--- src/rtl/regfile_dump_reader.sv ---
// Purpose : debug read-out engine that walks an inclusive register index range on a spare
//           register-file read port and streams (index, value) pairs out.
// Latency : first word presented 3 cycles after the start cycle; 1 word/cycle while out_ready stays high.
// Backpr. : valid/ready on the output; the presented word holds stable while out_ready is low.
//
// Ports:
//   clk, rst                 clock and synchronous active-high reset
//   start/start_addr/end_addr dump request, sampled only when idle
//   abort                    ends a dump in progress; done still pulses
//   halt_req                 core must not write the register file while high
//   rd_addr/rd_data          register-file read port (combinational read)
//   out_valid/out_ready/out_addr/out_data/out_last  streamed words
//   busy, done, err          status: engine active, completion pulse, bad-range pulse
module regfile_dump_reader #(
    parameter int DATA_WIDTH = 32,
    parameter int ADDR_WIDTH = 5
) (
    input  logic                  clk,
    input  logic                  rst,
    input  logic                  start,
    input  logic [ADDR_WIDTH-1:0] start_addr,
    input  logic [ADDR_WIDTH-1:0] end_addr,
    input  logic                  abort,
    output logic                  halt_req,
    output logic [ADDR_WIDTH-1:0] rd_addr,
    input  logic [DATA_WIDTH-1:0] rd_data,
    output logic                  out_valid,
    input  logic                  out_ready,
    output logic [ADDR_WIDTH-1:0] out_addr,
    output logic [DATA_WIDTH-1:0] out_data,
    output logic                  out_last,
    output logic                  busy,
    output logic                  done,
    output logic                  err
);

    typedef enum logic [2:0] {
        S_IDLE,
        S_QUIESCE,
        S_LOAD,
        S_STREAM,
        S_FINISH
    } state_t;

    state_t                  state_q, state_d;
    logic [ADDR_WIDTH-1:0]   ptr_q, ptr_d;
    logic [ADDR_WIDTH-1:0]   end_q, end_d;
    logic [ADDR_WIDTH-1:0]   out_addr_q, out_addr_d;
    logic [DATA_WIDTH-1:0]   out_data_q, out_data_d;
    logic                    out_valid_q, out_valid_d;
    logic                    done_q, done_d;
    logic                    err_q, err_d;

    logic                    xfer;

    assign xfer = out_valid_q && out_ready;

    always_ff @(posedge clk) begin
        if (rst) begin
            state_q     <= S_IDLE;
            ptr_q       <= '0;
            end_q       <= '0;
            out_addr_q  <= '0;
            out_data_q  <= '0;
            out_valid_q <= 1'b0;
            done_q      <= 1'b0;
            err_q       <= 1'b0;
        end else begin
            state_q     <= state_d;
            ptr_q       <= ptr_d;
            end_q       <= end_d;
            out_addr_q  <= out_addr_d;
            out_data_q  <= out_data_d;
            out_valid_q <= out_valid_d;
            done_q      <= done_d;
            err_q       <= err_d;
        end
    end

    always_comb begin
        state_d     = state_q;
        ptr_d       = ptr_q;
        end_d       = end_q;
        out_addr_d  = out_addr_q;
        out_data_d  = out_data_q;
        out_valid_d = out_valid_q;
        done_d      = 1'b0;
        err_d       = 1'b0;

        case (state_q)
            S_IDLE: begin
                if (start) begin
                    if (start_addr <= end_addr) begin
                        ptr_d   = start_addr;
                        end_d   = end_addr;
                        state_d = S_QUIESCE;
                    end else begin
                        err_d  = 1'b1;
                        done_d = 1'b1;
                    end
                end
            end
            // One dead cycle so a writeback already in flight lands before the
            // first read; the register file has no write-to-read bypass.
            S_QUIESCE: begin
                if (abort) begin
                    state_d = S_FINISH;
                    done_d  = 1'b1;
                end else begin
                    state_d = S_LOAD;
                end
            end
            S_LOAD: begin
                if (abort) begin
                    out_valid_d = 1'b0;
                    state_d     = S_FINISH;
                    done_d      = 1'b1;
                end else begin
                    out_data_d  = rd_data;
                    out_addr_d  = ptr_q;
                    ptr_d       = ptr_q + ADDR_WIDTH'(1);
                    out_valid_d = 1'b1;
                    state_d     = S_STREAM;
                end
            end
            S_STREAM: begin
                if (abort) begin
                    out_valid_d = 1'b0;
                    state_d     = S_FINISH;
                    done_d      = 1'b1;
                end else if (xfer) begin
                    // End test on the presented index, not ptr: ptr has already
                    // wrapped to 0 when the range ends at the top register.
                    if (out_addr_q == end_q) begin
                        out_valid_d = 1'b0;
                        state_d     = S_FINISH;
                        done_d      = 1'b1;
                    end else begin
                        out_data_d = rd_data;
                        out_addr_d = ptr_q;
                        ptr_d      = ptr_q + ADDR_WIDTH'(1);
                    end
                end
            end
            S_FINISH: begin
                state_d = S_IDLE;
            end
            default: begin
                state_d = S_IDLE;
            end
        endcase
    end

    assign halt_req  = (state_q == S_QUIESCE) || (state_q == S_LOAD) ||
                       (state_q == S_STREAM)  || (state_q == S_FINISH);
    assign busy      = (state_q != S_IDLE);
    assign rd_addr   = ptr_q;
    assign out_valid = out_valid_q;
    assign out_addr  = out_addr_q;
    assign out_data  = out_data_q;
    assign out_last  = out_valid_q && (out_addr_q == end_q);
    assign done      = done_q;
    assign err       = err_q;

endmodule

--- config.mk ---
export PLATFORM = sky130hd
export DESIGN_NAME = regfile_dump_reader
export DESIGN_NICKNAME = d
export VERILOG_FILES = /design/src/rtl/regfile_dump_reader.sv
export SDC_FILE = /design/constraint.sdc
export NUM_CORES = 1
export LEC_CHECK = 0
export CORE_ASPECT_RATIO = 2
export CORE_MARGIN = 2
export CORE_UTILIZATION = 43
export CTS_CLUSTER_SIZE = 40
export DETAILED_ROUTE_END_ITERATION = 10
export PLACE_DENSITY = 0.8
export RECOVER_POWER = 25
export SYNTH_ARGS = -nofsm -noshare
export SYNTH_HDL_FRONTEND = slang
export SYNTH_SLANG_ARGS = --single-unit
--- constraint.sdc ---
create_clock -name clk -period 2.55 [get_ports clk]
set_input_delay 0.51 -clock clk [delete_from_list [all_inputs] [get_ports clk]]
set_output_delay 0.51 -clock clk [all_outputs]
set_load 0.02 [all_outputs]
Word-level counts from Yosys, hierarchy flattened
Index checks and enable logic that the tools add are counted.

operators by class
  bitwise gates (word level) = 1
  equal/unequal tests = 13
  $add $sub $neg = 1
  magnitude comparators = 1
  mux-type cells = 37
  reduce and logical (&&, ||, !) cells = 16

operators with widths
  operator               count
  $mux W32               4
  $pmux W32 S2           1
  $mux W5                10
  $mux W3                7
  $pmux W5 S3            1
  $ne A2 B2 Y1 const B   6
  $pmux W3 S4            1
  $mux W1                10
  $pmux W5 S2            1
  $reduce_and A7 Y1      1
  $eq A3 B2 Y1 const B   2
  $ne A3 B3 Y1 const B   2
  $reduce_and A3 Y1      2
  $reduce_bool A3 Y1     2
  $add A5 B1 Y5 const B  1
  $eq A5 B5 Y1           1
  $le A5 B5 Y1           1
  $reduce_and A5 Y1      1
  $reduce_and A4 Y1      1
  $reduce_or A2 Y1       2
  $eq A3 B1 Y1 const B   1
  $eq A3 B3 Y1 const B   1
  $logic_not A3 Y1       1
  $logic_or A1 B1 Y1     3
  5 further kinds        6

word-level totals
  bits of input ports = 47
  word-level logic and storage cells = 77
  bits in registers = 53
  output and inout port bits = 48

Depth between registers and ports, before layout
Gate-level depths: netlist (run 1).

  depth after elaboration = 5
  mapped depth = 8

Worst setup path before layout (run 1)
OpenSTA, ideal clock, no wires.

  path kind = input to register
  start = in end_addr[4]
  end = reg ptr_q[1] (netlist: rd_addr[1])
  cell stages on the path = 7
  path slack = 0.512 ns
  setup time = 0.123 ns
  data required time = 2.427 ns
  data arrival time = 1.914 ns
  cell sequence = inv_1 ha_1 and3_1 a32oi_1 o21bai_2 nand3_2 mux2_1

between the ends
  longest elaborated chain between the ends = 3

ends and longest elaborated chain
  element                             RTL line  source
  from (decl)                         22        input logic [ADDR_WIDTH-1:0] end_addr,
  $le A5 B5 Y1                        93        if (start_addr <= end_addr) begin
  $ne A2 B2 Y1 (no source line)       n/a
  $reduce_and A7 Y1 (no source line)  n/a
  to (signal assigned)                70        ptr_q <= ptr_d;
  to (decl)                           46        logic [ADDR_WIDTH-1:0] ptr_q, ptr_d;

No other way between the ends.
A chain may end at the register's enable or synchronous reset.

Worst setup path after layout (run 1)
Same ends and word-level chain as after synthesis.

==> results.py, run 1 <==
metrics = {
    "global_routing": {
        "first_global_vias": 2387,
        "grt_use_total_pct": 21.5,
        "grt_max_degree": 38,
        "overflow": 0,
        "grt_pass1_wl_um": 10700,
        "antenna_found_initial": 0,
    },
    "critical_path": {
        "reg2reg_depth": 5,
        "cp_max_fo": 4,
        "cp-end-kind": "register",
        "reg2reg_from": "state_q[1]",
        "worst_ep_required_time_ps": 2740,
        "arrival_ps": 2560,
        "regToRegEndpoint": "out_data[10]",
        "critPathLaunchType": "input port",
        "critical_path_class": "in2reg",
        "rrSetupSlack_ps": 560,
    },
    "sta": {
        "final_max_slew_viol_count": 0,
        "max_freq_mhz": 421,
        "finalSetupViolCount": 0,
        "skew_ps": 7.10,
        "worst_pin_slew_ps": 597,
        "rsz0062_at_grt": "false",
        "fin_crit_ps": 2370,
        "min_period_over_period_pct": 93.1,
        "finalSetupTns_ps": 0,
        "finalHoldViolations": 0,
        "slew_headroom_pct": 60.2,
        "whs_ps": 456,
    },
    "cells_and_area": {
        "nNetsFinal": 425,
        "drive_above_1_share_pct": 8.04,
        "synthToLayoutAreaGrowth_pct": 47.3,
        "diodes": 0,
        "postLayoutCellArea_mm2": 0.00346,
        "fin_cells": 433,
    },
    "floorplan": {
        "top_level_ports": 95,
        "coreArea_mm2": 0.00533,
        "fp.dieH_um": 108,
        "die_area_mm2": 0.00610,
        "row_count": 38,
        "die-width_um": 56.2,
        "start_util_pct": 44.1,
    },
    "drt": {
        "route.final.wire_length_um": 6100,
        "wl_per_cell_um": 14.1,
        "drc": 0,
        "drt_iter0_drc": 54,
        "vias": 2283,
        "drt_pass1_iterations": 4,
        "ant_nets": 0,
        "avgViaCountPerCell": 5.27,
    },
    "synthesis": {
        "netlist_top_cells_area": "dfxtp_1, nand2_1, a21oi_1",
        "synth_ff_type": "dfxtp_1",
        "synth_edf_count": 0,
        "yosys_warnings": 0,
        "syn-cell-area_mm2": 0.00235,
        "synthTopCellsByCount": "nand2_1, dfxtp_1, a21oi_1",
        "yosysMostFrequentCell": "nand2_1",
        "ys_seq_area_share_pct": 45.2,
        "synth_area_leader_cell": "dfxtp_1",
        "async_flop_share_pct": 0,
        "avgSynthCellArea_um2": 8.47,
        "yosys.area.top_type_share_pct": 45.2,
        "ys_ff_latch": 53,
        "ys_types": 43,
        "synth_nets": 330,
        "syn_inst": 277,
    },
    "hold_path": {
        "min_from": "out_data[12]",
        "holdPathEnd": "out_data[12]",
        "min_path_cells": 2,
        "hp-class": "reg2reg",
    },
    "placement": {
        "hpwlAfterDp_um": 4510,
        "gp_congestion": 0.887,
        "port-buffer-count": 94,
        "dpl_cell_area_mm2": 0.00334,
        "dp_cells": 425,
    },
    "cts": {
        "cts_tree": "done",
        "cts_hold_buf": 0,
        "cts_inserted_buffers": 5,
        "root_buffer": "clkbuf_8",
        "cts.clk_slew.worst_paths_ps": 90,
        "post_cts_buffers": 0,
        "cts_buffer_depth": 2,
        "h-tree-depth": 2,
        "cts_sinks": 53,
        "clock_latency_ps": 300,
    },
    "pwr": {
        "ir_worst_vdd_mv": 0.426,
        "p_leak_uw": 0.00132,
        "p_per_area_mw_per_mm2": 504,
        "p_total_uw": 1740,
    },
    "run": {
        "max-cap-violations": 0,
    },
    "status": {
        "status": "finished, final reports clean",
    },
}
-- power by group --
| group | switching (µW) | total, µW | internal, µW |
|---|---|---|---|
| clock | 263 | 558 | 295 |
| sequential | 26.3 | 878 | 852 |
| combinational | 141 | 307 | 165 |
-- worst max path at each step --
stage / to / depth (start not counted) / startpoint / slack (ps)
after floorplan: rd_addr[1] / 7 / end_addr[4] / 510
after detailed placement: rd_addr[1] / 9 / end_addr[4] / -200
final: rd_addr[1] / 9 / end_addr[4] / 180
after CTS: out_last / 5 / out_addr[3] / 80
after global placement: rd_addr[1] / 9 / end_addr[4] / -110
after global routing: rd_addr[1] / 9 / end_addr[4] / 50
-- critical path: stages --
cell,delay [ps]
clkdlybuf4s50_1,510
inv_1,50
ha_1,310
and3_1,210
o21ai_1,90
a32oi_2,290
o21bai_2,140
nand3_2,120
mux2_1,320
-- kinds of logic (layout without fill, tap and decap cells) --
kind of cell | Yosys count | count (layout) | share of synthesized area [%]
mux | 7 | 7 | 3.04
compound gates | 67 | 67 | 18.6
buf+inv | 25 | 121 | 5.97
flops | 53 | 53 | 45.2
simple gates | 113 | 113 | 21.7
xor+xnor | 6 | 6 | 2.24
fa+ha+maj | 6 | 6 | 3.20
-- sequential cells by signal, indices dropped and copies added, names as in the netlist --
signal / flops
out_valid: 1
out_data: 32
done: 1
rd_addr: 5
state_q: 3
out_addr: 5
err: 1
end_q: 5
-- routing by layer --
layer / GRT usage, % / routed length [µm]
met2: 35.8 / 2940
met1: 25.6 / 2540
met3: 7.42 / 531
met4: 7.65 / 91
met5: 0 / 0
-- cells in the final DEF (no fill, tap or decap), types with 2 or more instances in the layout --
cell             synthesis  routed
a211o_1                  2       2
a21oi_1                 42      42
a21oi_2                  2       2
and3_1                   3       3
buf_4                    4      10
clkbuf_8                 0       5
clkdlybuf4s50_1          0      69
dfxtp_1                 53      53
dlygate4sd3_1            0      23
ha_1                     6       6
inv_1                    8       8
mux2i_1                  6       6
nand2_1                 80      80
nand2b_1                 5       5
nand3_2                  2       2
nor2_1                  11      11
nor2b_1                  2       2
nor3_1                   2       2
nor4_1                   1       2
o21ai_0                  5       5
o32ai_1                  3       3
xnor2_1                  6       6
-- metrics by stage --
stage	util (%)	worst slack, ps
final	64.9	176
after global routing	64.9	52.7
after CTS	64.9	83.6
after detailed placement	62.8	-200
after global placement	62.8	-114
after floorplan	-	512
-- final cells by class --
cell class                      instances  area [µm²]
Clock buffer                            6        72.6
Tap cell                               60        75.1
Timing Repair Buffer                  105        1030
Sequential cell                        53        1060
Multi-Input combinational cell        199        1150
Inverter                                8        30.0
Fill cell                             450        1870
Clock inverter                          2        38.8
-- repair_timing --
item,in CTS,in global routing
hold endpoints to repair,0,0
gates resized for setup,0,2
setup endpoints to repair,0,3
(Power assumes the default switching activity.)
==> inputs of run 2 (changes only) <==
- HOLD_SLACK_MARGIN: default -> 0.05
==> results of run 2 <==
The final DEF is identical to that of run 1; final timing and power are the same.
==> inputs of run 3 (changes only) <==
--- a/config.mk
+++ b/config.mk
@@ -7,5 +7,4 @@
 export LEC_CHECK = 0
 export CORE_ASPECT_RATIO = 2
-export CORE_MARGIN = 2
 export CORE_UTILIZATION = 43
 export CTS_CLUSTER_SIZE = 40
==> constraint.sdc (replaced) <==
create_clock -name clk -period 2.55 [get_ports clk]
set_input_delay 0.255 -clock clk [delete_from_list [all_inputs] [get_ports clk]]
set_output_delay 0.255 -clock clk [all_outputs]
set_load 0.02 [all_outputs]
==> results.py, run 3 (synthesis results as in run 1) <==
metrics = {
    "cts": {
        "post_cts_resized": 0,
        "cts_hold_buf": 0,
        "cts_tree": "done",
        "root_buffer": "clkbuf_8",
        "h-tree-depth": 2,
        "cts.clk_slew.worst_paths_ps": 90,
        "clock_latency_ps": 300,
        "cts_buffer_depth": 2,
        "cts_sinks": 53,
        "cts_inserted_buffers": 5,
        "post_cts_buffers": 0,
    },
    "sta": {
        "rsz0062_at_grt": "false",
        "min_period_over_period_pct": 88.2,
        "finalSetupViolCount": 0,
        "worst_pin_slew_ps": 745,
        "skew_ps": 6.84,
        "fin_crit_ps": 2250,
        "slew_headroom_pct": 50.3,
        "max_freq_mhz": 445,
        "finalSetupTns_ps": 0,
        "finalHoldViolations": 0,
        "whs_ps": 453,
        "final_max_slew_viol_count": 0,
    },
    "critical_path": {
        "critPathLaunchType": "register",
        "cp_max_fo": 3,
        "crit_path_max_incr_delay_ps": 600,
        "arrival_ps": 1990,
        "reg2reg_from": "out_addr[3]",
        "cp-end-kind": "primary output",
        "critical_path_class": "reg2out",
        "cpMaxStageDelayCell": "clkdlybuf4s50_1",
        "reg2reg_depth": 7,
        "rrSetupSlack_ps": 580,
        "cp_cell_sequence": "xnor2_1, nand3_1, nor2_1, and2_1, clkdlybuf4s50_1",
        "cp-startpoint": "out_addr[3]",
        "regToRegEndpoint": "out_data[1]",
        "worst_ep_required_time_ps": 2300,
    },
    "global_routing": {
        "antenna_found_initial": 0,
        "first_global_vias": 2114,
        "overflow": 0,
        "grt_max_degree": 40,
        "grt_pass1_wl_um": 9800,
        "grt_use_total_pct": 23.1,
    },
    "drt": {
        "drt_iter0_drc": 65,
        "ant_nets": 0,
        "route.final.wire_length_um": 6260,
        "drc": 0,
        "drt_pass1_iterations": 4,
        "vias": 2252,
        "avgViaCountPerCell": 5.27,
        "wl_per_cell_um": 14.7,
    },
    "pwr": {
        "p_leak_uw": 0.00128,
        "ir_worst_vdd_mv": 0.469,
        "p_per_area_mw_per_mm2": 515,
        "p_total_uw": 1750,
    },
    "cells_and_area": {
        "synthToLayoutAreaGrowth_pct": 45.3,
        "final_core_util_pct": 65.8,
        "drive_above_1_share_pct": 6.78,
        "diodes": 0,
        "final_cell_mix": "nand2_1, clkdlybuf4s50_1, dfxtp_1, a21oi_1, dlygate4sd3_1",
        "nNetsFinal": 421,
        "final_common_cell": "nand2_1",
        "largest_register_ffs": 32,
    },
    "hold_path": {
        "min_from": "out_data[14]",
        "holdPathEnd": "out_data[14]",
        "hp-class": "reg2reg",
        "min_path_cells": 2,
    },
    "floorplan": {
        "coreArea_mm2": 0.00518,
        "top_level_ports": 95,
        "die-width_um": 54.2,
        "die_area_mm2": 0.00578,
        "row_count": 37,
        "fp.dieH_um": 106,
        "start_util_pct": 45.3,
    },
    "run": {
        "max-cap-violations": 0,
    },
    "placement": {
        "port-buffer-count": 94,
        "gp_congestion": 0.894,
        "hpwlAfterDp_um": 4700,
    },
    "status": {
        "status": "finished, final reports clean",
    },
}
run 3: final cells by class:
class | instances | area (µm²)
clock buffer | 7 | 86.3
fill | 446 | 1780
tap | 58 | 72.6
clock inverter | 1 | 30.0
multi-input combinational | 199 | 1140
inverter | 8 | 30.0
timing repair buffer | 101 | 988
sequential | 53 | 1060
run 3: per-layer routing:
| metal | track usage, % | vias up | wire (µm) |
|---|---|---|---|
| li1 | - | 1116 | - |
| met1 | 23.9 | 1033 | 2230 |
| met2 | 41.0 | 81 | 3490 |
| met3 | 3.29 | 22 | 262 |
| met4 | 13.0 | 0 | 272 |
| met5 | 0 | - | 0 |
run 3: power breakdown:
part	internal, µW	switching (µW)
Combinational	154	139
Sequential	852	25.7
Clock	320	263
Total	1330	428
run 3: worst max-delay path: cells and delay by family, from the launching register on:
family | cells | cell delay (ps)
simple gates | 3 | 510
flops | 1 | 430
buf+inv | 1 | 600
xor+xnor | 1 | 150
run 3: worst max path at each step:
| stage | end | slack (ps) | cells past startpoint |
|---|---|---|---|
| after global placement | rd_addr[1] | 120 | 9 |
| after CTS | out_last | 350 | 5 |
| final | out_last | 300 | 5 |
| after global routing | out_last | 200 | 5 |
| after detailed placement | rd_addr[1] | 30 | 9 |
| after floorplan | rd_addr[1] | 770 | 7 |
run 3: stage by stage:
stage,worst slack [ps],cells,cell area [µm²]
CTS,350,427,3410
floorplan,767,277,2350
global route,196,427,3410
detailed placement,25.8,419,3300
global placement,116,419,3300
finish,302,427,3410
